<file path="src/rtl/mem_port_arbiter_pkg.sv">
// Shared definitions for the single-port memory arbiter: FSM state encoding
// and the instruction value presented on if_rdata out of reset.
package mem_port_arbiter_pkg;

    typedef enum logic [1:0] {
        MARB_IDLE   = 2'd0,
        MARB_DATA   = 2'd1,
        MARB_IFETCH = 2'd2,
        MARB_DRAIN  = 2'd3
    } marbState_t;

    localparam logic [31:0] NOP_INSTR = 32'h00000013;

endpackage

</file>
<file path="src/rtl/mem_port_arbiter.sv">
// Shares one external memory port between instruction fetch and data access,
// latching per-requester read data and stalling the pipeline via memReady.
module mem_port_arbiter
    import mem_port_arbiter_pkg::*;
#(
    parameter int ADDR_W = 32,
    parameter int DATA_W = 32
) (
    input  logic                clock,
    input  logic                reset,
    input  logic                if_req,
    input  logic [ADDR_W-1:0]   if_addr,
    output logic [DATA_W-1:0]   if_rdata,
    input  logic                dm_req,
    input  logic                dm_we,
    input  logic [ADDR_W-1:0]   dm_addr,
    input  logic [DATA_W-1:0]   dm_wdata,
    input  logic [DATA_W/8-1:0] dm_be,
    output logic [DATA_W-1:0]   dm_rdata,
    input  logic                flush,
    output logic                mem_req,
    output logic                mem_we,
    output logic [ADDR_W-1:0]   mem_addr,
    output logic [DATA_W-1:0]   mem_wdata,
    output logic [DATA_W/8-1:0] mem_be,
    input  logic [DATA_W-1:0]   mem_rdata,
    input  logic                mem_ack,
    output logic                memReady
);

    localparam int BE_W = DATA_W / 8;

    marbState_t          state_q, state_d;
    logic                ifDone_q, ifDone_d;
    logic                dmDone_q, dmDone_d;
    logic                memReq_q, memReq_d;
    logic                memWe_q, memWe_d;
    logic [ADDR_W-1:0]   memAddr_q, memAddr_d;
    logic [DATA_W-1:0]   memWdata_q, memWdata_d;
    logic [BE_W-1:0]     memBe_q, memBe_d;
    logic [DATA_W-1:0]   ifRdata_q, ifRdata_d;
    logic [DATA_W-1:0]   dmRdata_q, dmRdata_d;

    logic ackValid;
    logic ifPending;
    logic dmPending;

    assign ackValid  = mem_ack & memReq_q;
    assign ifPending = if_req & ~ifDone_q;
    assign dmPending = dm_req & ~dmDone_q;
    assign memReady  = reset | (~(ifPending | dmPending) & (state_q != MARB_DRAIN));

    // Next-state and command logic; data wins in IDLE as it belongs to the older instruction.
    always_comb begin
        state_d    = state_q;
        ifDone_d   = ifDone_q;
        dmDone_d   = dmDone_q;
        memReq_d   = memReq_q;
        memWe_d    = memWe_q;
        memAddr_d  = memAddr_q;
        memWdata_d = memWdata_q;
        memBe_d    = memBe_q;
        ifRdata_d  = ifRdata_q;
        dmRdata_d  = dmRdata_q;

        if (memReady) begin
            ifDone_d = 1'b0;
            dmDone_d = 1'b0;
        end

        case (state_q)
            MARB_IDLE: begin
                if (flush) begin
                    ifDone_d = 1'b0;
                end
                if (dmPending) begin
                    state_d    = MARB_DATA;
                    memReq_d   = 1'b1;
                    memWe_d    = dm_we;
                    memAddr_d  = dm_addr;
                    memWdata_d = dm_wdata;
                    memBe_d    = dm_be;
                end else if (ifPending && !flush) begin
                    state_d   = MARB_IFETCH;
                    memReq_d  = 1'b1;
                    memWe_d   = 1'b0;
                    memAddr_d = if_addr;
                    memBe_d   = '1;
                end
            end
            MARB_DATA: begin
                if (flush) begin
                    ifDone_d = 1'b0;
                end
                if (ackValid) begin
                    if (!memWe_q) begin
                        dmRdata_d = mem_rdata;
                    end
                    dmDone_d = 1'b1;
                    // A pending fetch keeps mem_req high across the ack edge.
                    if (ifPending && !flush) begin
                        state_d   = MARB_IFETCH;
                        memWe_d   = 1'b0;
                        memAddr_d = if_addr;
                        memBe_d   = '1;
                    end else begin
                        state_d  = MARB_IDLE;
                        memReq_d = 1'b0;
                    end
                end
            end
            MARB_IFETCH: begin
                if (ackValid) begin
                    state_d  = MARB_IDLE;
                    memReq_d = 1'b0;
                    if (!flush) begin
                        ifRdata_d = mem_rdata;
                        ifDone_d  = 1'b1;
                    end
                end else if (flush) begin
                    state_d = MARB_DRAIN;
                end
            end
            MARB_DRAIN: begin
                if (ackValid) begin
                    state_d  = MARB_IDLE;
                    memReq_d = 1'b0;
                end
            end
            default: begin
                state_d  = MARB_IDLE;
                memReq_d = 1'b0;
            end
        endcase
    end

    always_ff @(posedge clock) begin
        if (reset) begin
            state_q    <= MARB_IDLE;
            ifDone_q   <= 1'b0;
            dmDone_q   <= 1'b0;
            memReq_q   <= 1'b0;
            memWe_q    <= 1'b0;
            memAddr_q  <= '0;
            memWdata_q <= '0;
            memBe_q    <= '0;
            ifRdata_q  <= DATA_W'(NOP_INSTR);
            dmRdata_q  <= '0;
        end else begin
            state_q    <= state_d;
            ifDone_q   <= ifDone_d;
            dmDone_q   <= dmDone_d;
            memReq_q   <= memReq_d;
            memWe_q    <= memWe_d;
            memAddr_q  <= memAddr_d;
            memWdata_q <= memWdata_d;
            memBe_q    <= memBe_d;
            ifRdata_q  <= ifRdata_d;
            dmRdata_q  <= dmRdata_d;
        end
    end

    assign mem_req   = memReq_q;
    assign mem_we    = memWe_q;
    assign mem_addr  = memAddr_q;
    assign mem_wdata = memWdata_q;
    assign mem_be    = memBe_q;
    assign if_rdata  = ifRdata_q;
    assign dm_rdata  = dmRdata_q;

endmodule

</file>
<file path="config.mk">
export PLATFORM = sky130hd
export DESIGN_NAME = mem_port_arbiter
export DESIGN_NICKNAME = d
export VERILOG_FILES = /design/src/rtl/mem_port_arbiter_pkg.sv /design/src/rtl/mem_port_arbiter.sv
export SDC_FILE = /design/constraint.sdc
export NUM_CORES = 1
export LEC_CHECK = 0
export BUFFER_PORTS_ARGS = -buffer_cell sky130_fd_sc_hd__buf_2
export CAP_MARGIN = 0
export CORE_MARGIN = 10
export CORE_UTILIZATION = 46
export CTS_BUF_LIST = sky130_fd_sc_hd__clkbuf_8 sky130_fd_sc_hd__clkbuf_16
export DETAILED_ROUTE_END_ITERATION = 10
export PLACE_DENSITY = 0.87
export SLEW_MARGIN = 5
export SYNTH_ARGS = -nofsm -noshare
export SYNTH_HDL_FRONTEND = slang
export SYNTH_SLANG_ARGS = --single-unit
export TNS_END_PERCENT = 30
</file>
<file path="constraint.sdc">
create_clock -name clock -period 1.8 [get_ports clock]
set_input_delay 0.27 -clock clock [delete_from_list [all_inputs] [get_ports clock]]
set_output_delay 0.27 -clock clock [all_outputs]
set_load 0.05 [all_outputs]
</file>
**After elaboration in Yosys (flattened, before gate mapping)**

Index checks and enable logic that the tools add are counted.
Widths: inputs -> output; s select.

- Output and inout bits: 135
- ROM bits: 0
- Register bits: 138
- Word-level logic and storage cells: 77
- RAM bits: 0
- Bits in latches: 0
- Memories kept: 0
- Bits of input ports: 139

- Bitwise logic cells: 11
- Shift operators: 0
- Multipliers: 0
- Eq/ne operators: 10
- Order comparisons: 0
- Mux-type cells: 34
- Reduce and logical (&&, ||, !) cells: 12
- Add/subtract/negate cells: 0
- Divide/modulo/power cells: 0

Operators with widths:

| cell | count |
|---|---|
| $mux 32 | 3 |
| $pmux 32 s2 | 1 |
| $mux 1 | 15 |
| $mux 2 | 7 |
| $mux 4 | 3 |
| $ne 2x2->1 const B | 4 |
| $pmux 2 s4 | 1 |
| $pmux 4 s2 | 1 |
| $reduce_and 4->1 | 2 |
| $ne 3x3->1 const B | 2 |
| $reduce_and 3->1 | 2 |
| $not 1->1 | 5 |
| $and 1x1->1 | 4 |
| $eq 2x2->1 const B | 2 |
| $pmux 1 s2 | 2 |
| $reduce_and 2->1 | 2 |
| $reduce_or 2->1 | 2 |
| $pmux 1 s3 | 1 |
| $eq 2x1->1 const B | 1 |
| $logic_not 2->1 | 1 |
| $ne 2x1->1 const B | 1 |
| $or 1x1->1 | 2 |
| $reduce_bool 2->1 | 1 |
| $logic_and 1x1->1 | 1 |
| $logic_not 1->1 | 1 |

**Depth between registers and ports, before layout**

Gate-level depths: netlist of run 1.

- Depth in word-level cells: 10
- Gate-level depth with buffers: 7
- Depth with buffers taken out: 4

**Least setup slack after synthesis of run 1**

Ideal clock, no wire load.

- Path kind: register to register
- Start point: register memReq_q (netlist: mem_req)
- End point: register ifRdata_q[16] (netlist: if_rdata[16])
- Clock period less this slack: 1.890 ns
- Buffers on the path: 2
- Arrival time: 1.758 ns
- Stages on the path, launching flop included: 7
- Library setup time: 0.132 ns
- Path slack: -0.090 ns
- Required time: 1.668 ns
- Cell sequence: dfxtp_1 > nand2_2 > or4b_1 > buf_2 > buf_6 > nand2_1 > a21oi_1

- Word-level cells in the longest chain between the ends: 2

Ends and longest elaborated chain:

| item | line | text |
|---|---|---|
| from (decl) | mem_port_arbiter.sv:36 | `logic memReq_q, memReq_d;` |
| from (signal assigned) | mem_port_arbiter.sv:153 | `memReq_q <= memReq_d;` |
| $and 1x1->1 | mem_port_arbiter.sv:48 | `assign ackValid = mem_ack & memReq_q;` |
| $reduce_and 3->1 (no source line) | - |  |
| to (signal assigned) | mem_port_arbiter.sv:147 | `ifRdata_q <= DATA_W'(NOP_INSTR);` |
| to (signal assigned) | mem_port_arbiter.sv:158 | `ifRdata_q <= ifRdata_d;` |
| to (decl) | mem_port_arbiter.sv:41 | `logic [DATA_W-1:0] ifRdata_q, ifRdata_d;` |

No other way between the ends.
A chain may end at the register's enable or synchronous reset.

**Final worst setup path of run 1**

- Start point: register state_q[1]
- End point: output port memReady

- Word-level cells in the longest chain between the ends: 3

Ends and longest elaborated chain:

| item | line | text |
|---|---|---|
| from (decl) | mem_port_arbiter.sv:33 | `marbState_t state_q, state_d;` |
| from (signal assigned) | mem_port_arbiter.sv:150 | `state_q <= state_d;` |
| $ne 2x2->1 | mem_port_arbiter.sv:51 | `assign memReady = reset \| (~(ifPending \| dmPending) & (state_q != MARB_DRAIN));` |
| $and 1x1->1 | mem_port_arbiter.sv:51 |  |
| $or 1x1->1 | mem_port_arbiter.sv:51 |  |
| to (decl) | mem_port_arbiter.sv:28 | `output logic memReady` |

No other way between the ends.

==> impl_metrics.env, run 1 <==
export IMPL_drtPass1Iterations=4
export IMPL_netlist_area_um2=5550
export IMPL_dieArea_um2=16800
export IMPL_ys_seq_area_share_pct=49.8
export IMPL_vias=5362
export IMPL_clockBufferDepth=2
export IMPL_antennaDiodeCount=0
export IMPL_path_buf_inv=1
export IMPL_drc=0
export IMPL_pre_cts_ws_ns=0.156
export IMPL_wl_per_cell_um=16.9
export IMPL_syn_mean_instance_area_um2=8.76
export IMPL_clkLatencyLatePin_ns=0.41
export IMPL_synth_cell_types=40
export IMPL_cts_buffers=17
export IMPL_yosys_most_used_dff="dfxtp_1"
export IMPL_grt_pass1_wl_um=27000
export IMPL_grt_overflow_total=0
export IMPL_fmax_mhz=578
export IMPL_grt_pass1_vias=5468
export IMPL_reg2reg_depth=5
export IMPL_hold_viol=0
export IMPL_pin_count=274
export IMPL_drtIter0Drc=282
export IMPL_fillers=1047
export IMPL_worst_setup_path_end_kind="primary output"
export IMPL_period_share_pct=96.0
export IMPL_slowest_delay_ns=0.39
export IMPL_synth_edff_count=0
export IMPL_drv_slew=0
export IMPL_min_path_type="input port to flip-flop"
export IMPL_wl_um=17700
export IMPL_via_per_inst=5.10
export IMPL_drive_gt1_share_pct=40.3
export IMPL_worstMarginPinSlew_ns=0.590
export IMPL_clkSlewWorstSetupHoldPaths_ns=0.06
export IMPL_place_congestion=0.842
export IMPL_cts_root_buffer="clkbuf_16"
export IMPL_final_nets=1030
export IMPL_start_util_pct=46.6
export IMPL_synthesis_instances=633
export IMPL_cap_violations=0
export IMPL_setup_worst_path_start_class="flip-flop"
export IMPL_die_x_um=130
export IMPL_setup_viol=0
export IMPL_area_growth_pct=38.1
export IMPL_period_minus_slack_ns=1.73
export IMPL_ys_async_sr_fraction_pct=0
export IMPL_fin_ws_ns=0.0712
export IMPL_dp_hpwl_um=13000
export IMPL_synth_seq_cells=138
export IMPL_rsz0062_at_grt="false"
export IMPL_fp_row_count=40
export IMPL_fin_setup_tns_ns=0
export IMPL_leakage_nw=3.44
export IMPL_status="finished, final reports clean"
export IMPL_antenna_found_initial=0
export IMPL_slew_headroom_pct=60.7
export IMPL_track_usage_pct=19.9
export IMPL_hold_buffers=0
export IMPL_cp_max_fo=11
export IMPL_io_buffers=273
export IMPL_ir_drop_v=0.000730
export IMPL_cp_depth=3
export IMPL_floorplan_die_height_um=130
export IMPL_hold_depth=3
export IMPL_clkSinkCount=138
export IMPL_grt_max_degree=57
export IMPL_worstSetupPathType="flip-flop to primary output"
export IMPL_fp_coreArea_um2=11900
export IMPL_yosys_warnings=0
export IMPL_ant_nets=0
export IMPL_h_tree_depth=4
export IMPL_syn_num_nets=772
export IMPL_path_cells="a221o_1 > nand2b_1 > buf_6"
export IMPL_fin_worst_skew_ns=0.00571
export IMPL_p_per_area_nw_per_um2=1170
export IMPL_slowest_stage="dfxtp_2"
export IMPL_critPathTopFamily="flip-flops"
export IMPL_cts_tree="built"
export IMPL_cp_data_required_time_ns=1.53
export IMPL_worstPathArrival_ns=1.46
## state kept, by name, summed over array words and instances, names as in the netlist
name / flops
mem_req: 1
if_rdata: 32
mem_wdata: 32
mem_addr: 32
mem_be: 4
state_q: 2
dm_rdata: 32
dmDone_q: 1
ifDone_q: 1
mem_we: 1
## synth_stat cells (2+ instances only)
| library cell | count | area, um2 |
|---|---|---|
| a21oi_1 | 133 | 666 |
| a21oi_2 | 4 | 35.0 |
| buf_4 | 8 | 60.1 |
| buf_2 | 20 | 100 |
| nand2_1 | 197 | 739 |
| buf_12 | 3 | 60.1 |
| nand2b_1 | 3 | 18.8 |
| buf_6 | 5 | 56.3 |
| a211oi_1 | 6 | 45.0 |
| nor3_1 | 6 | 30.0 |
| mux2i_1 | 31 | 310 |
| dfxtp_1 | 138 | 2760 |
| nand3b_1 | 3 | 22.5 |
| nor2b_1 | 2 | 12.5 |
| clkbuf_1 | 16 | 60.1 |
| nor2_1 | 9 | 33.8 |
| a211oi_2 | 26 | 325 |
## cell families after synthesis
logic type	share of synthesized area (%)
DFF	49.8
muxes	5.60
and+or+nand+nor	17.5
AOI/OAI and AO/OA	20.8
buffers and inverters	6.27
## worst min-delay path: cells and delay by family
kind	cells	cell delay, ns
AND/OR/NAND/NOR	2	0.10
buffers and inverters	1	0.09
## report_power, final
part	internal, W	total (W)	switching (W)
logic	0.000591	0.00194	0.00134
clock network	0.00234	0.00362	0.00129
registers	0.00325	0.00336	0.000108
total	0.00618	0.00892	0.00274
## per-layer routing
| metal | part of all wire (%) | global-route usage [%] | routed length, um | vias up |
|---|---|---|---|---|
| li1 | - | - | - | 2654 |
| met1 | 37 | 20.4 | 6520 | 2473 |
| met2 | 52 | 35.7 | 9170 | 201 |
| met3 | 8.7 | 7.22 | 1540 | 34 |
| met4 | 2.9 | 8.86 | 510 | 0 |
| met5 | 0 | 0 | 0 | - |
## through the flow
stage          instance area, um2  total power, W  hold slack, ns  cells  utilization [%]
3_3_place_gp                 7020         0.00533           0.438   1018             58.9
3_5_place_dp                 7020         0.00537           0.443   1018             58.9
6_report                     7660         0.00892          0.0803   1051             64.3
4_1_cts                      7650         0.00899          0.0620   1051             64.3
5_1_grt                      7660         0.00926          0.0919   1051             64.3
2_1_floorplan                5550         0.00484           0.391    633                -
## placed cells by master (no fill, tap or decap), types with 2 or more instances in the layout
cell / count
a211oi_1: 6
a211oi_2: 26
a21oi_1: 132
a21oi_2: 4
buf_12: 8
buf_2: 271
buf_4: 12
bufinv_16: 4
clkbuf_16: 17
clkinv_2: 2
clkinv_4: 2
clkinvlp_4: 3
dfxtp_1: 136
dfxtp_2: 2
inv_1: 4
mux2i_1: 31
nand2_1: 197
nand2b_1: 3
nand3b_1: 3
nor2_1: 8
nor2b_1: 2
nor3_1: 6
## final cells by class
class / instances / area, um2 / share of cell area (%)
sequential: 138 / 2770 / 36.1
multi-input combinational: 441 / 2460 / 32.2
timing repair buffer: 292 / 1620 / 21.1
clock buffer: 18 / 439 / 5.74
tap: 147 / 184 / 2.40
clock inverter: 14 / 181 / 2.37
inverter: 1 / 3.75 / 0.0490
## final timing paths
| path | to | start | slack (ns) |
|---|---|---|---|
| worst max-delay path | memReady | state_q[1] | 0.07 |
| worst min-delay path | if_rdata[1] | mem_rdata[1] | 0.08 |
| worst max register to register | mem_addr[29] | state_q[1] | 0.12 |
| worst min register to register | dm_rdata[27] | dm_rdata[27] | 0.45 |
## timing repair
action	in CTS	in global routing
hold endpoints to repair	0	0
pin swaps	1	0
endpoints found under the setup margin	1	1
setup buffers	2	0
gates resized for setup	3	1
No activity file was read; power rests on OpenSTA's default activity.
==> run 2: changes to the inputs <==
Settings changed: SETUP_SLACK_MARGIN set to 0.4.
==> run 2 against run 1 <==
The flow now finishes with violations (negative setup slack). Worst setup slack worse by 0.10 ns. Cell count is 4.5% higher. Clock-buffer cell count is 1 higher. Core utilization is 11 points higher. Critical path type is now flip-flop to flip-flop. Critical endpoint is now if_rdata[16].
==> impl_metrics.env, run 2 (synthesis results as in run 1) <==
export IMPL_path_cells="buf_6 > buf_6 > buf_12 > buf_4 > or4b_1 > buf_12 > nand2_1 > a21oi_1"
export IMPL_fin_worst_skew_ns=0.00724
export IMPL_via_per_inst=5.36
export IMPL_grt_max_degree=69
export IMPL_slew_headroom_pct=67.5
export IMPL_grt_overflow_total=0
export IMPL_r2r_start="state_q[1]"
export IMPL_worstSetupStartpoint="state_q[1]"
export IMPL_power_w=0.00985
export IMPL_reg2reg_depth=8
export IMPL_period_share_pct=102
export IMPL_slowest_delay_ns=0.49
export IMPL_worstSetupPathType="flip-flop to flip-flop"
export IMPL_clkSlewWorstSetupHoldPaths_ns=0.06
export IMPL_cp_max_fo=32
export IMPL_dp_hpwl_um=12700
export IMPL_final_cell_mix="270 x buf_2, 146 x nand2_1, 135 x dfxtp_1"
export IMPL_dieArea_um2=16800
export IMPL_leakage_nw=4.02
export IMPL_worstMarginPinSlew_ns=0.486
export IMPL_grt_pass1_vias=5851
export IMPL_clkSinkCount=138
export IMPL_fin_ws_ns=-0.0300
export IMPL_critPathTopFamily="simple AND/OR/NAND/NOR gates"
export IMPL_start_util_pct=46.6
export IMPL_status="finished, violations left"
export IMPL_cts_root_buffer="clkbuf_16"
export IMPL_fp_coreArea_um2=11900
export IMPL_rsz0062_at_grt="true"
export IMPL_wl_um=22200
export IMPL_cts_buffers=17
export IMPL_hold_depth=3
export IMPL_worst_setup_path_end_kind="flip-flop"
export IMPL_wl_per_cell_um=20.2
export IMPL_min_path_type="input port to flip-flop"
export IMPL_drc=0
export IMPL_io_buffers=273
export IMPL_drive_gt1_share_pct=53.4
export IMPL_setup_worst_path_start_class="flip-flop"
export IMPL_area_growth_pct=62.4
export IMPL_die_x_um=130
export IMPL_vias=5890
export IMPL_pin_count=274
export IMPL_fmax_mhz=546
export IMPL_fillers=791
export IMPL_hold_viol=0
export IMPL_cts_tree="built"
export IMPL_slowest_stage="or4b_1"
export IMPL_violations="negative setup slack"
export IMPL_path_buf_inv=5
export IMPL_antenna_found_initial=1
export IMPL_min_from="dm_wdata[17]"
export IMPL_cap_violations=0
export IMPL_fp_row_count=40
export IMPL_ir_drop_v=0.000889
export IMPL_ant_nets=0
export IMPL_clockBufferDepth=2
export IMPL_grt_pass1_wl_um=31000
export IMPL_drv_slew=0
export IMPL_drtPass1Iterations=5
export IMPL_clkLatencyLatePin_ns=0.41
export IMPL_track_usage_pct=23.5
export IMPL_drtIter0Drc=479
export IMPL_pre_cts_ws_ns=0.0678
export IMPL_floorplan_die_height_um=130
export IMPL_worstPathArrival_ns=2.09
export IMPL_p_per_area_nw_per_um2=1090
export IMPL_final_common_cell="buf_2"
export IMPL_place_congestion=0.811
export IMPL_h_tree_depth=4
export IMPL_final_nets=1077
export IMPL_cp_data_required_time_ns=2.06
export IMPL_period_minus_slack_ns=1.83
export IMPL_setup_viol=2
export IMPL_cp_depth=8
[run 2: cell count changes in the layout (fill, tap and decap cells not counted), sizes merged, moves of 2 or more]
cell / previous run / this run
buf: 292 / 330
clkbuf: 18 / 24
clkinv: 4 / 2
or2: 1 / 4
[run 2: worst paths after layout]
check,end,slack [ns]
hold reg to reg,mem_wdata[22],0.45
setup reg to reg,if_rdata[16],-0.03
setup / recovery,if_rdata[16],-0.03
hold / removal,mem_wdata[17],0.1
[run 2: where the power goes]
group / internal [W] / switching [W]
registers: 0.00325 / 0.000112
clock network: 0.00252 / 0.00129
logic: 0.00106 / 0.00162
[run 2: worst reg2reg max path, delay by kind of cell (launching register included)]
family,cells,cell delay [ns]
flops,1,0.35
compound gates,1,0.15
buf+inv,5,0.57
simple gates,2,0.61
[run 2: area by class of cell]
cell class	instances	area (um2)	area share, %
Timing Repair Buffer	336	2460	27.3
Sequential cell	138	2770	30.8
Tap cell	147	184	2.04
Antenna cell	1	2.50	0.0278
Clock buffer	19	453	5.03
Multi-Input combinational cell	444	2930	32.6
Clock inverter	12	195	2.17
Inverter	1	3.75	0.0417
[run 2: metrics by stage]
stage	hold WS (ns)	utilization (%)	setup TNS, ns	instance area, um2	cells
floorplan	0.391	-	0	5550	633
global placement	0.438	59.0	0	7030	1017
detailed placement	0.443	59.0	0	7030	1017
CTS	0.0756	70.7	0	8430	1089
global route	0.0806	75.6	-0.539	9010	1098
finish	0.0962	75.6	-0.0485	9010	1098
[run 2: metal layers]
layer	track usage [%]	vias up	wire length, um
li1	-	2773	-
met1	25.3	2746	7960
met2	41.2	302	11300
met3	8.48	69	2040
met4	9.66	0	816
met5	0	-	0
[run 2: repair_timing]
item / in CTS / in global routing
endpoints found under the hold margin: 0 / 0
hold buffers: 0 / 0
pin swaps: 22 / 74
endpoints found under the setup margin: 135 / 140
setup buffers: 24 / 4
cloned: 17 / 4
gates resized for setup: 48 / 117
